===== config.mk =====
export PLATFORM = sky130hd
export DESIGN_NAME = jk_count_sequencer
export DESIGN_NICKNAME = d
export VERILOG_FILES = /design/src/rtl/jk_count_sequencer.sv
export SDC_FILE = /design/constraint.sdc
export NUM_CORES = 1
export LEC_CHECK = 0
export ABC_CLOCK_PERIOD_IN_PS = 1600
export CAP_MARGIN = 20
export CORE_MARGIN = 1
export CORE_UTILIZATION = 43
export DETAILED_ROUTE_END_ITERATION = 12
export GPL_ROUTABILITY_DRIVEN = 0
export GPL_TIMING_DRIVEN = 0
export PLACE_DENSITY = 0.74
export SYNTH_ARGS = -nofsm -noshare
export SYNTH_HDL_FRONTEND = slang
export SYNTH_SLANG_ARGS = --single-unit

===== constraint.sdc =====
create_clock -name clk -period 1.6 [get_ports clk]
set_input_delay 0.32 -clock clk [delete_from_list [all_inputs] [get_ports clk]]
set_output_delay 0.32 -clock clk [all_outputs]
set_load 0.02 [all_outputs]

===== src/rtl/jk_count_sequencer.sv =====
// jk_count_sequencer: sequences an external bank of WIDTH JK cells as a
// loadable up/down counter. One command at a time is accepted over a
// valid/ready handshake. Per-bit J/K drive is derived from the bank's fed-back
// Q, and completion is signalled with a one-cycle done pulse.
module jk_count_sequencer #(
   parameter int WIDTH = 4
) (
   input  logic             clk,
   input  logic             clr,
   input  logic             cmd_valid,
   output logic             cmd_ready,
   input  logic [1:0]       cmd_op,
   input  logic [WIDTH-1:0] cmd_data,
   input  logic [WIDTH-1:0] q,
   output logic [WIDTH-1:0] j,
   output logic [WIDTH-1:0] k,
   output logic             busy,
   output logic             done
);

   typedef enum logic [1:0] {
      OP_LOAD  = 2'b00,
      OP_UP    = 2'b01,
      OP_DOWN  = 2'b10,
      OP_CLEAR = 2'b11
   } op_e;

   typedef enum logic [1:0] {
      ST_IDLE = 2'b00,
      ST_RUN  = 2'b01,
      ST_DONE = 2'b10
   } state_e;

   state_e           state_q;
   op_e              op_q;
   logic [WIDTH-1:0] data_q;
   logic [WIDTH-1:0] rem_q;
   logic             busy_q;
   logic             done_q;

   logic             accept;
   logic             zero_step;
   logic [WIDTH-1:0] toggle_d;
   logic [WIDTH-1:0] j_d;
   logic [WIDTH-1:0] k_d;

   // Ready only in IDLE. It is gated by clr so that it drops at once, without
   // waiting for the asynchronous reset to reach the state register.
   assign cmd_ready = (state_q == ST_IDLE) && !clr;
   assign accept    = cmd_valid && cmd_ready;

   // A count command with zero steps skips RUN and goes straight to DONE.
   assign zero_step = ((op_e'(cmd_op) == OP_UP) || (op_e'(cmd_op) == OP_DOWN))
                      && (cmd_data == '0);

   // Control FSM with registered busy/done flags.
   // NOTE: sequential state uses non-blocking (<=) assignments so that every
   // register samples pre-edge values; blocking assignments here would create
   // order-dependent simulation and mismatch the synthesized flops.
   always_ff @(posedge clk or posedge clr) begin
      if (clr) begin
         state_q <= ST_IDLE;
         op_q    <= OP_LOAD;
         data_q  <= '0;
         rem_q   <= '0;
         busy_q  <= 1'b0;
         done_q  <= 1'b0;
      end else begin
         case (state_q)
            ST_IDLE: begin
               if (accept) begin
                  op_q   <= op_e'(cmd_op);
                  data_q <= cmd_data;
                  rem_q  <= cmd_data;
                  if (zero_step) begin
                     state_q <= ST_DONE;
                     done_q  <= 1'b1;
                  end else begin
                     state_q <= ST_RUN;
                     busy_q  <= 1'b1;
                  end
               end
            end
            ST_RUN: begin
               if ((op_q == OP_UP) || (op_q == OP_DOWN)) begin
                  rem_q <= rem_q - WIDTH'(1);
                  if (rem_q == WIDTH'(1)) begin
                     state_q <= ST_DONE;
                     busy_q  <= 1'b0;
                     done_q  <= 1'b1;
                  end
               end else begin
                  state_q <= ST_DONE;
                  busy_q  <= 1'b0;
                  done_q  <= 1'b1;
               end
            end
            ST_DONE: begin
               state_q <= ST_IDLE;
               done_q  <= 1'b0;
            end
            default: begin
               state_q <= ST_IDLE;
               busy_q  <= 1'b0;
               done_q  <= 1'b0;
            end
         endcase
      end
   end

   // Toggle mask: bit i toggles when all lower bits are ones (up) or zeros (down).
   // NOTE: every variable gets a default at the top of the block, so no path
   // leaves one unassigned and no latch is inferred.
   always_comb begin
      toggle_d    = '0;
      toggle_d[0] = 1'b1;
      for (int i = 1; i < WIDTH; i++) begin
         if (op_q == OP_DOWN) begin
            toggle_d[i] = toggle_d[i-1] & ~q[i-1];
         end else begin
            toggle_d[i] = toggle_d[i-1] & q[i-1];
         end
      end
   end

   // J/K drive: hold (0/0) outside RUN, otherwise set by the latched op.
   always_comb begin
      j_d = '0;
      k_d = '0;
      if (state_q == ST_RUN) begin
         case (op_q)
            OP_LOAD: begin
               j_d = data_q;
               k_d = ~data_q;
            end
            OP_CLEAR: begin
               k_d = '1;
            end
            default: begin
               j_d = toggle_d;
               k_d = toggle_d;
            end
         endcase
      end
   end

   assign j    = j_d;
   assign k    = k_d;
   assign busy = busy_q;
   assign done = done_q;

endmodule


**Word-level counts from Yosys, hierarchy flattened**

Index checks and enable logic that the tools add are counted.

- Bits in registers: 14
- Bits in latches: 0
- Memory bits (writable): 0
- ROM bits: 0
- Bits of input ports: 13
- Word-level logic and storage cells: 69
- Memories kept: 0

- Add/subtract/negate cells: 1
- Multiply operators: 0
- Divide/modulo/power cells: 0
- $lt $le $gt $ge: 0
- Eq/ne operators: 13
- Shift-type cells: 0
- Multiplexer cells: 25
- Bitwise gates (word level): 9
- Reductions and logical operators: 15

Operators with widths:

| kind | number |
|---|---|
| $pmux 4 s2 | 3 |
| $mux 4 | 4 |
| $mux 1 | 11 |
| $eq 2x2->1 const B | 4 |
| $mux 2 | 4 |
| $ne 2x2->1 const B | 4 |
| $eq 2x1->1 const B | 3 |
| $reduce_and 3->1 | 2 |
| $and 1x1->1 | 4 |
| $eq 4x1->1 const B | 1 |
| $logic_not 2->1 | 2 |
| $logic_not 4->1 | 1 |
| $not 1->1 | 4 |
| $not 4->4 | 1 |
| $pmux 2 s2 | 1 |
| $reduce_and 2->1 | 2 |
| $reduce_and 4->1 | 1 |
| $sub 4x1->4 const B | 1 |
| $logic_and 1x1->1 | 3 |
| $ne 3x3->1 const B | 1 |
| $pmux 1 s3 | 1 |
| $logic_or 1x1->1 | 2 |
| $pmux 1 s2 | 1 |
| $reduce_bool 2->1 | 1 |
| $logic_not 1->1 | 1 |

**Longest topological paths before layout**

- Depth after elaboration: 8
- Gate-level depth with buffers: 5
- Mapped depth without buffers: 5

**Least setup slack after synthesis**

OpenSTA, ideal clock, no wires.

- Path type: register to output
- From: register op_q[0]
- To: output port k[2]
- Data arrival time: 1.668 ns
- Data required time: 1.280 ns
- Setup slack: -0.388 ns
- Stages on the path, launching flop included: 6
- Buffers on the path: 0
- Cell sequence: dfrtp_1 inv_1 ha_1 or3b_2 a31o_2 a21oi_1

- Word-level cells in the longest chain between the ends: 6
- Elaborated cells on any way between the ends: 9
- Those cells by class: 2 x eq/ne; 4 x mux; 2 x bitwise; 1 x reduce/logical

Ends and longest elaborated chain:

| item | RTL line | text |
|---|---|---|
| start: declaration | 35 | `op_e op_q;` |
| start signal: assignment | 72 | `op_q <= op_e'(cmd_op);` |
| $eq 2x2->1 | 118 | `if (op_q == OP_DOWN) begin` |
| $mux 1 | 118 |  |
| $and 1x1->1, on equally long branches | 121, 119 |  |
| $mux 1 | 118 |  |
| $pmux 4 s2 (*) | 131 | `case (op_q)` |
| $mux 4 (*) | 130 | `if (state_q == ST_RUN) begin` |
| end: declaration | 16 | `output logic [WIDTH-1:0] k,` |

Mark *: on every way between the ends. The rest lies on a longest branch, timed or not.

**Worst setup path in the final report**

- From: register op_q[0]
- To: output port k[3]

- Word-level cells in the longest chain between the ends: 8
- Elaborated cells on any way between the ends: 12
- Those cells by class: 2 x eq/ne; 5 x mux; 4 x bitwise; 1 x reduce/logical

Ends and longest elaborated chain:

| item | RTL line |
|---|---|
| $eq 2x2->1 | 118 |
| $mux 1 | 118 |
| $and 1x1->1, on equally long branches | 121, 119 |
| $mux 1 | 118 |
| $and 1x1->1, on equally long branches | 121, 119 |
| $mux 1 | 118 |
| $pmux 4 s2 (*) | 131 |
| $mux 4 (*) | 130 |

Marks and branches as above.

==> flow_summary.ini <==
[worst_setup_path]
reg2reg_depth = 10
timing.rr.start = op_q[0]
worst-setup-path-type = flip-flop to output pin
crit_start = op_q[0]
crit_fanout = 4
crit_chain = inv_2 > ha_4 > or4b_4 > a31o_4 > a21oi_4 > buf_6
rr_endpoint = done
cp-start-kind = flip-flop
critPathArrivalTime_ns = 1.86
ff2ff_setup_slack_ns = -0.25
end_kind = output pin
critical-path-max-stage-delay_ns = 0.46
required_ns = 1.28
slowest_stage = or4b_4

[sta]
clock_skew_ns = 0.000390
rsz0062_at_grt = true
fmax_mhz = 459
whs_ns = 0.486
setup_slack_ns = -0.578
relSlewSlack_pct = 54.5
drv_slew = 0
finalHoldViolations = 0
period_minus_slack_ns = 2.18
setup_violations = 16
finalCritPeriodShare_pct = 136
worst_pin_slew_ns = 0.682

[die]
initial_core_util_pct = 46.9
num_rows = 16
core_area_mm2 = 0.00200
die_x_um = 48.7
ioPinCount = 24
die_area_mm2 = 0.00237
die_h_um = 48.7

[power_and_ir_drop]
ir_drop_v = 0.00145
p_leak_nw = 0.707
p_total_w = 0.00364
power_density_mw_per_mm2 = 2220

[synthesis]
syn_area_um2 = 938
netlist.area_leader.share_pct = 37.3
syn-num-nets = 124
synth_edf_count = 0
yosysWarnings = 0
synthTopCellsByArea = dfrtp_1, ha_1, nand2_1, nor3_1, nor2b_1
yosysSeqAreaShare_pct = 37.3
synth_cells = 106
synth_top_cell_by_area = dfrtp_1
ys_async_sr_fraction_pct = 100
ys_types = 34
avgSynthCellArea_um2 = 8.85
ys_ff_latch = 14
synth_ff_type = dfrtp_1

[clocking]
clockBufferDepth = 2
clkLatencyLatePin_ns = 0.28
cts_tree = yes
htreeDepth = 1
clk_pin_slew_ns = 0.09
cts_root_buffer = clkbuf_4
cts_sinks = 14
cts_buffers = 3

[routing]
drt-total-wl_mm = 2.94
drt_pass1_iterations = 5
num_vias = 980
wl_per_cell_um = 16.9
drc = 0
viasPerCell = 5.63
drtAntennaViolNets = 0
drtIter0Drc = 33

[grt]
grt_pass1_wl_mm = 4.28
grt_util_all_layers_pct = 23.6
grt_max_degree = 15
use_met1_pct = 26.0
antenna_found_initial = 0
grt_pass1_vias = 961
overflow = 0
top_usage_layer = met2
grtUsageMet2_pct = 44.7
met3_usage_pct = 3.14

[hold_path]
min_from = busy
hold_path.class = flip-flop to flip-flop
min_path_cells = 1
min_to = busy

[outcome]
violations = setup timing
status = finished with violations

[cells_and_area]
nets = 166
fill_cells = 110
drive_gt1_share_pct = 49.0
n_antenna_cell = 0
syn_to_final_growth_pct = 74.5

[place]
io_buffers = 22
hpwl_mm = 1.84

[run]
drv_cap = 0
[Yosys cell counts, drive strengths merged, types with 2 or more instances]
library cell / number
xor2: 2
a21oi: 7
a31oi: 2
or4b: 2
ha: 5
nor3: 9
nor2b: 5
o21ai: 3
nand2: 15
inv: 6
dfrtp: 14
o32ai: 2
nand3b: 3
o2111a: 2
buf: 3
nor3b: 3
clkbuf: 2
nand2b: 3
nor2: 5
a31o: 2
[cell usage in the layout, fill, tap and decap left out, types with 3 or more instances in the layout]
| cell | instances |
|---|---|
| buf_6 | 15 |
| nand2_1 | 14 |
| dfrtp_1 | 13 |
| buf_4 | 12 |
| clkdlybuf4s50_1 | 11 |
| nor3_2 | 6 |
| a21oi_2 | 4 |
| inv_1 | 4 |
| nand3b_1 | 3 |
| nor2b_1 | 3 |
| nor2_4 | 3 |
| nor3_1 | 3 |
| ha_4 | 3 |
| clkbuf_4 | 3 |
[where the power goes]
group	total [W]	internal [W]	switching, W	leakage, nW
clock network	0.000263	0.000139	0.000124	0.0210
logic	0.00263	0.00137	0.00126	0.517
registers	0.000742	0.000530	0.000211	0.169
[kinds of logic (layout without fill, tap and decap cells)]
kind of cell | count (synthesis) | count (layout) | synth area share [%]
buffers and inverters | 11 | 52 | 6.13
flip-flops | 14 | 14 | 37.3
AND/OR/NAND/NOR | 51 | 51 | 30.8
XOR/XNOR | 2 | 2 | 1.87
AO/OA/AOI/OAI | 23 | 23 | 17.2
adder cells (fa/ha/maj) | 5 | 5 | 6.67
[worst max-delay path: cells and delay by family, from the launching register on]
family          cells  cell delay (ns)
compound gates      2             0.36
fa+ha+maj           1             0.13
buf+inv             2             0.21
flops               1             0.41
simple gates        1             0.46
[metrics by stage]
step                      instances  TNS (ns)  setup slack [ns]  cell area, um^2  util (%)
after floorplan                 106    -0.638            -0.192             1020         -
after global placement          155     -8.00             -1.00             1270      63.5
after detailed placement        155     -8.79             -1.05             1270      63.5
after CTS                       167     -3.19            -0.548             1460      72.8
after global routing            174     -6.19            -0.623             1640      81.8
final                           174     -5.48            -0.578             1640      81.8
[registers in the layout (all words and copies together), names as in the netlist]
signal / cells
busy: 1
data_q: 4
done: 1
rem_q: 4
op_q: 2
state_q: 2
[per-layer routing]
metal  part of all wire, %  vias to the layer above
met5                     0                        -
met4                   1.6                        0
met3                   3.0                        7
met2                    56                       36
met1                    40                      475
li1                      -                      462
[area by class of cell]
cell class | count | area, um^2 | share of cell area [%]
plain buffers | 4 | 42.5 | 2.60
clock buffers | 4 | 36.3 | 2.22
inverters | 6 | 22.5 | 1.38
multi-input cells | 81 | 783 | 47.8
flip-flops and latches | 14 | 352 | 21.5
well taps | 27 | 33.8 | 2.06
repair buffers | 38 | 368 | 22.5
[worst max path at each step]
stage	endpoint	slack [ns]	depth (start not counted)
3_3_place_gp	k[3]	-1.00	5
5_1_grt	k[3]	-0.62	6
4_1_cts	k[3]	-0.55	6
6_report	k[3]	-0.58	6
2_1_floorplan	k[3]	-0.19	5
3_5_place_dp	k[3]	-1.05	5
[timing repair]
| item | CTS | global route |
|---|---|---|
| endpoints found under the setup margin | 11 | 16 |
| hold buffers | 0 | 0 |
| pin swaps | 7 | 9 |
| gates resized for setup | 71 | 31 |
| buffers inserted | 8 | 7 |
| gates cloned | 1 | 0 |
No activity file was read; power rests on OpenSTA's default activity.
